[src/rtl/rock_drive_if.sv]
// rock_drive_if: command strobes from the path-decision stage and the
// resulting actuator drive / status outputs of rock_drive.
interface rock_drive_if #(
   parameter int FREQ_W = 8,
   parameter int AMP_W  = 8
);
   logic              upd;
   logic              Amin;
   logic              Fplus;
   logic              Fmin;
   logic              ERROR;
   logic              resume;
   logic              dir;
   logic              pwm;
   logic [FREQ_W-1:0] freq_o;
   logic [AMP_W-1:0]  amp_o;
   logic              halted;

   modport master (
      output upd, Amin, Fplus, Fmin, ERROR, resume,
      input  dir, pwm, freq_o, amp_o, halted
   );

   modport slave (
      input  upd, Amin, Fplus, Fmin, ERROR, resume,
      output dir, pwm, freq_o, amp_o, halted
   );
endinterface

[src/rtl/rock_drive.sv]
// rock_drive: turns per-step Amin/Fplus/Fmin/ERROR decisions into the rocking
// actuator drive. Frequency and amplitude live in saturating registers; the
// swing direction is the MSB of a phase accumulator; pwm is an amplitude-
// proportional duty from a free-running counter. ERROR latches HALT (pwm off,
// phase/counter frozen) until resume arrives with ERROR low.
// PHASE_W must exceed FREQ_W.
// Optional macro ROCK_SOFTSTART_EN: the PWM compare uses an effective
// amplitude that ramps up by at most A_STEP per upd strobe after reset/resume.
//
// state   | meaning
// --------+---------------------------------------------------------
// ST_RUN  | normal drive: commands accepted, phase and counter advance
// ST_HALT | fault latched: pwm forced low, phase/counter/dir frozen
module rock_drive #(
   parameter int FREQ_W  = 8,
   parameter int PHASE_W = 16,
   parameter int AMP_W   = 8,
   parameter int F_INIT  = 16,
   parameter int F_MIN   = 1,
   parameter int F_MAX   = 200,
   parameter int F_STEP  = 4,
   parameter int A_MAX   = 255,
   parameter int A_MIN   = 32,
   parameter int A_STEP  = 8
) (
   input logic        clk,
   input logic        reset,
   rock_drive_if.slave bus
);

   localparam logic [FREQ_W-1:0] F_INIT_C = F_INIT[FREQ_W-1:0];
   localparam logic [FREQ_W-1:0] F_MIN_C  = F_MIN[FREQ_W-1:0];
   localparam logic [FREQ_W-1:0] F_MAX_C  = F_MAX[FREQ_W-1:0];
   localparam logic [FREQ_W:0]   F_MIN_W  = F_MIN[FREQ_W:0];
   localparam logic [FREQ_W:0]   F_MAX_W  = F_MAX[FREQ_W:0];
   localparam logic [FREQ_W:0]   F_STEP_W = F_STEP[FREQ_W:0];
   localparam logic [AMP_W-1:0]  A_MAX_C  = A_MAX[AMP_W-1:0];
   localparam logic [AMP_W-1:0]  A_MIN_C  = A_MIN[AMP_W-1:0];
   localparam logic [AMP_W:0]    A_MIN_W  = A_MIN[AMP_W:0];
   localparam logic [AMP_W:0]    A_STEP_W = A_STEP[AMP_W:0];

   typedef enum logic [0:0] {
      ST_RUN  = 1'b0,
      ST_HALT = 1'b1
   } state_t;

   state_t             state_q, state_d;
   logic [FREQ_W-1:0]  freq_q, freq_d;
   logic [AMP_W-1:0]   amp_q, amp_d;
   logic [PHASE_W-1:0] phase_q, phase_d;
   logic [AMP_W-1:0]   cnt_q, cnt_d;
   logic               pwm_q, pwm_d;

   logic               cmd_en;
   logic               leave_halt;
   logic [FREQ_W:0]    freq_up;
   logic [FREQ_W:0]    freq_dn;
   logic [AMP_W:0]     amp_dn;
   logic [AMP_W-1:0]   amp_cmp;

   assign cmd_en = (state_q == ST_RUN) && bus.upd;

   // Saturating frequency/amplitude update; math is one bit wider so the
   // sign/carry bit catches underflow and overflow before clamping.
   always_comb begin
      freq_d  = freq_q;
      amp_d   = amp_q;
      freq_up = {1'b0, freq_q} + F_STEP_W;
      freq_dn = {1'b0, freq_q} - F_STEP_W;
      amp_dn  = {1'b0, amp_q} - A_STEP_W;
      if (cmd_en) begin
         if (bus.Fmin) begin
            if (freq_dn[FREQ_W] || (freq_dn < F_MIN_W)) begin
               freq_d = F_MIN_C;
            end else begin
               freq_d = freq_dn[FREQ_W-1:0];
            end
            amp_d = A_MAX_C;
         end else if (bus.Fplus) begin
            if (freq_up > F_MAX_W) begin
               freq_d = F_MAX_C;
            end else begin
               freq_d = freq_up[FREQ_W-1:0];
            end
         end else if (bus.Amin) begin
            if (amp_dn[AMP_W] || (amp_dn < A_MIN_W)) begin
               amp_d = A_MIN_C;
            end else begin
               amp_d = amp_dn[AMP_W-1:0];
            end
         end
      end
   end

   // RUN/HALT sequencing plus phase, PWM counter and registered pwm compare.
   // The edge that enters HALT still belongs to RUN, but pwm is forced low.
   always_comb begin
      state_d    = state_q;
      phase_d    = phase_q;
      cnt_d      = cnt_q;
      pwm_d      = 1'b0;
      leave_halt = 1'b0;
      case (state_q)
         ST_RUN: begin
            phase_d = phase_q + PHASE_W'(freq_q);
            cnt_d   = cnt_q + AMP_W'(1);
            pwm_d   = (cnt_q < amp_cmp);
            if (bus.ERROR) begin
               state_d = ST_HALT;
               pwm_d   = 1'b0;
            end
         end
         ST_HALT: begin
            if (bus.resume && !bus.ERROR) begin
               state_d    = ST_RUN;
               phase_d    = '0;
               cnt_d      = '0;
               leave_halt = 1'b1;
            end
         end
         default: begin
            state_d = ST_RUN;
         end
      endcase
   end

   // State and datapath registers.
   always_ff @(posedge clk or negedge reset) begin
      if (!reset) begin
         state_q <= ST_RUN;
         freq_q  <= F_INIT_C;
         amp_q   <= A_MAX_C;
         phase_q <= '0;
         cnt_q   <= '0;
         pwm_q   <= 1'b0;
      end else begin
         state_q <= state_d;
         freq_q  <= freq_d;
         amp_q   <= amp_d;
         phase_q <= phase_d;
         cnt_q   <= cnt_d;
         pwm_q   <= pwm_d;
      end
   end

`ifdef ROCK_SOFTSTART_EN
   logic [AMP_W-1:0] amp_eff_q, amp_eff_d;
   logic [AMP_W:0]   eff_up;

   // Effective amplitude ramps toward amp by A_STEP per strobe, but drops
   // to amp at once so a reduction is never delayed.
   always_comb begin
      amp_eff_d = amp_eff_q;
      eff_up    = {1'b0, amp_eff_q} + A_STEP_W;
      if (leave_halt) begin
         amp_eff_d = '0;
      end else if (cmd_en) begin
         if (amp_d < amp_eff_q) begin
            amp_eff_d = amp_d;
         end else if (eff_up >= {1'b0, amp_d}) begin
            amp_eff_d = amp_d;
         end else begin
            amp_eff_d = eff_up[AMP_W-1:0];
         end
      end
   end

   // Effective amplitude register.
   always_ff @(posedge clk or negedge reset) begin
      if (!reset) begin
         amp_eff_q <= '0;
      end else begin
         amp_eff_q <= amp_eff_d;
      end
   end

   assign amp_cmp = amp_eff_q;
`else
   assign amp_cmp = amp_q;
   logic unused_leave_halt;
   assign unused_leave_halt = leave_halt;
`endif

   assign bus.dir    = phase_q[PHASE_W-1];
   assign bus.pwm    = pwm_q;
   assign bus.freq_o = freq_q;
   assign bus.amp_o  = amp_q;
   assign bus.halted = (state_q == ST_HALT);

endmodule
[src/flat_wrapper.sv]
// flat-port wrapper written by rule: the top's interface ports become plain ports
module rock_drive_flat 
#(
   parameter int FREQ_W  = 8,
   parameter int PHASE_W = 16,
   parameter int AMP_W   = 8,
   parameter int F_INIT  = 16,
   parameter int F_MIN   = 1,
   parameter int F_MAX   = 200,
   parameter int F_STEP  = 4,
   parameter int A_MAX   = 255,
   parameter int A_MIN   = 32,
   parameter int A_STEP  = 8
)
  (clk, reset, bus_upd, bus_Amin, bus_Fplus, bus_Fmin, bus_ERROR, bus_resume, bus_dir, bus_pwm, bus_freq_o, bus_amp_o, bus_halted);
  rock_drive_if #(.FREQ_W(FREQ_W), .AMP_W(AMP_W)) bus_i ();
  input logic clk;
  input logic reset;
  input wire logic [$bits(bus_i.upd)-1:0] bus_upd;
  input wire logic [$bits(bus_i.Amin)-1:0] bus_Amin;
  input wire logic [$bits(bus_i.Fplus)-1:0] bus_Fplus;
  input wire logic [$bits(bus_i.Fmin)-1:0] bus_Fmin;
  input wire logic [$bits(bus_i.ERROR)-1:0] bus_ERROR;
  input wire logic [$bits(bus_i.resume)-1:0] bus_resume;
  output wire logic [$bits(bus_i.dir)-1:0] bus_dir;
  output wire logic [$bits(bus_i.pwm)-1:0] bus_pwm;
  output wire logic [$bits(bus_i.freq_o)-1:0] bus_freq_o;
  output wire logic [$bits(bus_i.amp_o)-1:0] bus_amp_o;
  output wire logic [$bits(bus_i.halted)-1:0] bus_halted;
  assign bus_i.upd = bus_upd;
  assign bus_i.Amin = bus_Amin;
  assign bus_i.Fplus = bus_Fplus;
  assign bus_i.Fmin = bus_Fmin;
  assign bus_i.ERROR = bus_ERROR;
  assign bus_i.resume = bus_resume;
  assign bus_dir = bus_i.dir;
  assign bus_pwm = bus_i.pwm;
  assign bus_freq_o = bus_i.freq_o;
  assign bus_amp_o = bus_i.amp_o;
  assign bus_halted = bus_i.halted;
  rock_drive #(.FREQ_W(FREQ_W), .PHASE_W(PHASE_W), .AMP_W(AMP_W), .F_INIT(F_INIT), .F_MIN(F_MIN), .F_MAX(F_MAX), .F_STEP(F_STEP), .A_MAX(A_MAX), .A_MIN(A_MIN), .A_STEP(A_STEP)) u_core (.clk(clk), .reset(reset), .bus(bus_i));
endmodule
[config.mk]
export PLATFORM = sky130hd
export DESIGN_NAME = rock_drive_flat
export DESIGN_NICKNAME = d
export VERILOG_FILES = /design/src/rtl/rock_drive_if.sv /design/src/rtl/rock_drive.sv /design/src/flat_wrapper.sv
export SDC_FILE = /design/constraint.sdc
export NUM_CORES = 1
export LEC_CHECK = 0
export ABC_AREA = 1
export CAP_MARGIN = 0
export CORE_MARGIN = 3
export CORE_UTILIZATION = 60
export CTS_BUF_LIST = sky130_fd_sc_hd__clkbuf_16
export DETAILED_ROUTE_END_ITERATION = 12
export HOLD_SLACK_MARGIN = 0.05
export PLACE_DENSITY = 0.93
export RECOVER_POWER = 100
export SYNTH_ARGS = -nofsm -noshare
export SYNTH_HDL_FRONTEND = slang
export SYNTH_SLANG_ARGS = --single-unit
export TNS_END_PERCENT = 100
[constraint.sdc]
create_clock -name clk -period 3.8 [get_ports clk]
set_input_delay 0.95 -clock clk [delete_from_list [all_inputs] [get_ports clk]]
set_output_delay 0.95 -clock clk [all_outputs]
set_load 0.005 [all_outputs]
==> impl_metrics.csv <==
group,metric,value,unit
power,ir_drop,0.336,mV
logic_synthesis,syn-instance-count,370,
critical_path,reg2reg_setup_slack,1.44,ns
global_route,grt_use_total,0.271,
global_route,grt_pass1_wl,11600,um
clocking,cts_max_level,2,
power,p_total,2.09,mW
timing,fin_hold_ws,0.492,ns
critical_path,cp.arrival,1.76,ns
timing,hold_viol,0,
global_route,antenna_found_initial,0,
hold_path,hold_end,"u_core.phase_q[4]",
critical_path,cp_top_family,"flip-flops",
logic_synthesis,synthArstFlopShare,1.00,
floorplanning,die_y,74.2,um
place,place_area,3030,um^2
critical_path,reg2reg_to,"u_core.phase_q[11]",
cells_and_area,syn_to_final_growth,14.0,%
logic_synthesis,seq_area_frac_synth,0.353,
critical_path,critPathCaptureType,"primary output",
run_status,outcome,"complete, but fails checks",
timing,slew_headroom,-0.423,
route,drtIter0Drc,316,
power,leakagePower,1.61,nW
cells_and_area,mostFrequentLayoutCells,"nand2_1, inv_1, dfrtp_1",
timing,period_share,0.712,
hold_path,holdCritStartpoint,"u_core.phase_q[4]",
critical_path,max_stage_delay,0.83,ns
timing,timing.fmax,370,MHz
cells_and_area,nets,421,
timing,tns,0,ns
global_route,grt_util_met1,0.334,
global_route,grtUsageMet3,0.0541,
critical_path,cp_slowest_cell,"dfstp_1",
run,cap_violations,1,
global_route,use_met2,0.474,
critical_path,worst_ep_required_time,2.85,ns
timing,rsz0062_at_grt,"false",
clocking,cts_sinks,39,
timing,finalClockSkew,0.00717,ns
run_status,violations,"max-capacitance violations, max-slew violations",
global_route,first_global_vias,2534,
timing,slew_viol_final,40,
clocking,ctsResizeCount,0,
route,ant_nets,0,
route,post_drt_wl_per_cell,15.7,um
cells_and_area,final_util,0.720,
clocking,cts.clk_slew.worst_paths,0.06,ns
critical_path,crit_fanout,11,
place,dp_hpwl,4640,um
floorplanning,die_area,5500,um^2
logic_synthesis,ys_warn_count,0,
power,p_per_area,657,nW/um^2
cells_and_area,drive_gt1_frac,0.0888,
timing,fin_ws,1.09,ns
critical_path,critical_path_buf_inv_count,1,
critical_path,critical_path.startpoint_type,"flip-flop",
logic_synthesis,syn_nets,398,
place,port_buffers,25,
hold_path,hold_path.class,"flip-flop to flip-flop",
timing,tightest_slew,2.13,ns
clocking,ctsHoldBuffers,0,
global_route,top_usage_layer,"met2",
timing,setup_viol,0,
critical_path,path_class,"flip-flop to primary output",
timing,period_minus_slack,2.71,ns
logic_synthesis,synthesis.area,2790,um^2
cells_and_area,final_area,3180,um^2
logic_synthesis,synth-edff-count,0,
floorplanning,initial_core_util,0.632,
logic_synthesis,ys_seq_elements,39,
route,vias,2629,
clocking,root_buffer,"clkbuf_16",
route,via_per_inst,5.89,
clocking,postCtsSetupRepairBufs,0,
cells_and_area,layout_commonest_cell,"nand2_1",
logic_synthesis,synthFlopType,"dfrtp_1",
cells_and_area,diodes,0,
floorplanning,die_w,74.2,um
cells_and_area,finalNonFillerCells,446,
critical_path,reg2regPathDepth,8,
clocking,cts_tree,"done",
global_route,grt_max_degree,40,
route,wl,7010,um
place,finalWeightedCongestion,0.925,
place,dp.cells,438,
global_route,grt-ovfl-total,0,
floorplanning,io_pins,27,
route,drc,0,
logic_synthesis,syn-mean-instance-area,7.54,um^2
clocking,clk_latency,0.28,ns
route,dr.pass1.iters,5,
hold_path,hold_depth,2,
clocking,numCtsBuffers,5,
place,place_ws,1.34,ns
clocking,cts_buffer_depth,2,
critical_path,crit_chain,"dlygate4sd3_1",
floorplanning,num_rows,24,
floorplanning,core-area,4410,um^2
logic_synthesis,ys_types,42,
critical_path,r2r_start,"u_core.bus.freq_o[4]",
## metal layers
metal | share of wire | wire length (um) | vias to the layer above
met5 | 0 | 0 | -
met4 | 0.021 | 146 | 0
li1 | - | - | 1260
met3 | 0.060 | 423 | 21
met2 | 0.50 | 3480 | 112
met1 | 0.42 | 2960 | 1236
## cell usage after synthesis (2+ instances only)
cell type | instances | area share
a21o_1 | 3 | 0.0081
a21oi_1 | 19 | 0.034
a22o_1 | 3 | 0.0094
a22oi_1 | 4 | 0.011
a31oi_1 | 3 | 0.0067
buf_2 | 2 | 0.0036
buf_4 | 6 | 0.016
dfrtp_1 | 32 | 0.29
dfstp_2 | 7 | 0.066
ha_1 | 20 | 0.090
inv_1 | 47 | 0.063
inv_2 | 10 | 0.013
nand2_1 | 84 | 0.11
nand2_2 | 4 | 0.0090
nand3_1 | 24 | 0.043
nand3_2 | 5 | 0.018
nand4_1 | 7 | 0.016
nor2_1 | 28 | 0.038
nor2_2 | 3 | 0.0067
nor2_4 | 4 | 0.016
nor3_1 | 3 | 0.0054
o21ai_0 | 18 | 0.032
o21ai_1 | 8 | 0.014
o21ai_2 | 2 | 0.0063
o22ai_1 | 2 | 0.0045
xnor2_1 | 3 | 0.0094
xor2_1 | 4 | 0.013
## flip-flops by register name, indices dropped and copies added (netlist names)
register and cells:
u_core.bus.pwm 1, u_core.bus.halted 1, u_core.phase_q 16, u_core.cnt_q 8, u_core.bus.freq_o 7, u_core.bus.amp_o 6
## where the power goes
| part | total (mW) | internal (mW) | switching, mW |
|---|---|---|---|
| clock | 0.538 | 0.374 | 0.165 |
| combinational | 0.887 | 0.344 | 0.543 |
| sequential | 0.663 | 0.513 | 0.150 |
| total | 2.09 | 1.23 | 0.858 |
## logic make-up (layout without fill, tap and decap cells)
family | Yosys count | after routing | share of synthesized area
buf+inv | 67 | 91 | 0.103
other cells | 1 | 1 | 0.00134
mux | 1 | 1 | 0.00359
fa+ha+maj | 20 | 20 | 0.0897
flops | 39 | 39 | 0.353
xor+xnor | 7 | 7 | 0.0220
compound gates | 69 | 69 | 0.152
simple gates | 166 | 166 | 0.276
## area by class of cell
class / instances / area (um^2)
clock inverter: 3 / 63.8
inverter: 58 / 220
timing repair buffer: 25 / 244
tap: 52 / 65.1
sequential: 39 / 985
multi-input combinational: 264 / 1480
clock buffer: 5 / 125
fill: 328 / 1230
## worst max path at each step
stage	cells past startpoint	to	slack (ns)	start
after global placement	9	u_core.phase_q[13]	1.43	bus_ERROR
final	1	bus_freq_o[4]	1.09	u_core.bus.freq_o[4]
after detailed placement	9	u_core.phase_q[13]	1.34	bus_ERROR
after global routing	1	u_core.phase_q[8]	0.96	reset
after floorplan	6	u_core.cnt_q[1]	2.09	bus_ERROR
after CTS	1	bus_freq_o[4]	1.31	u_core.bus.freq_o[4]
Note: power is estimated with default switching activity, not from simulation.
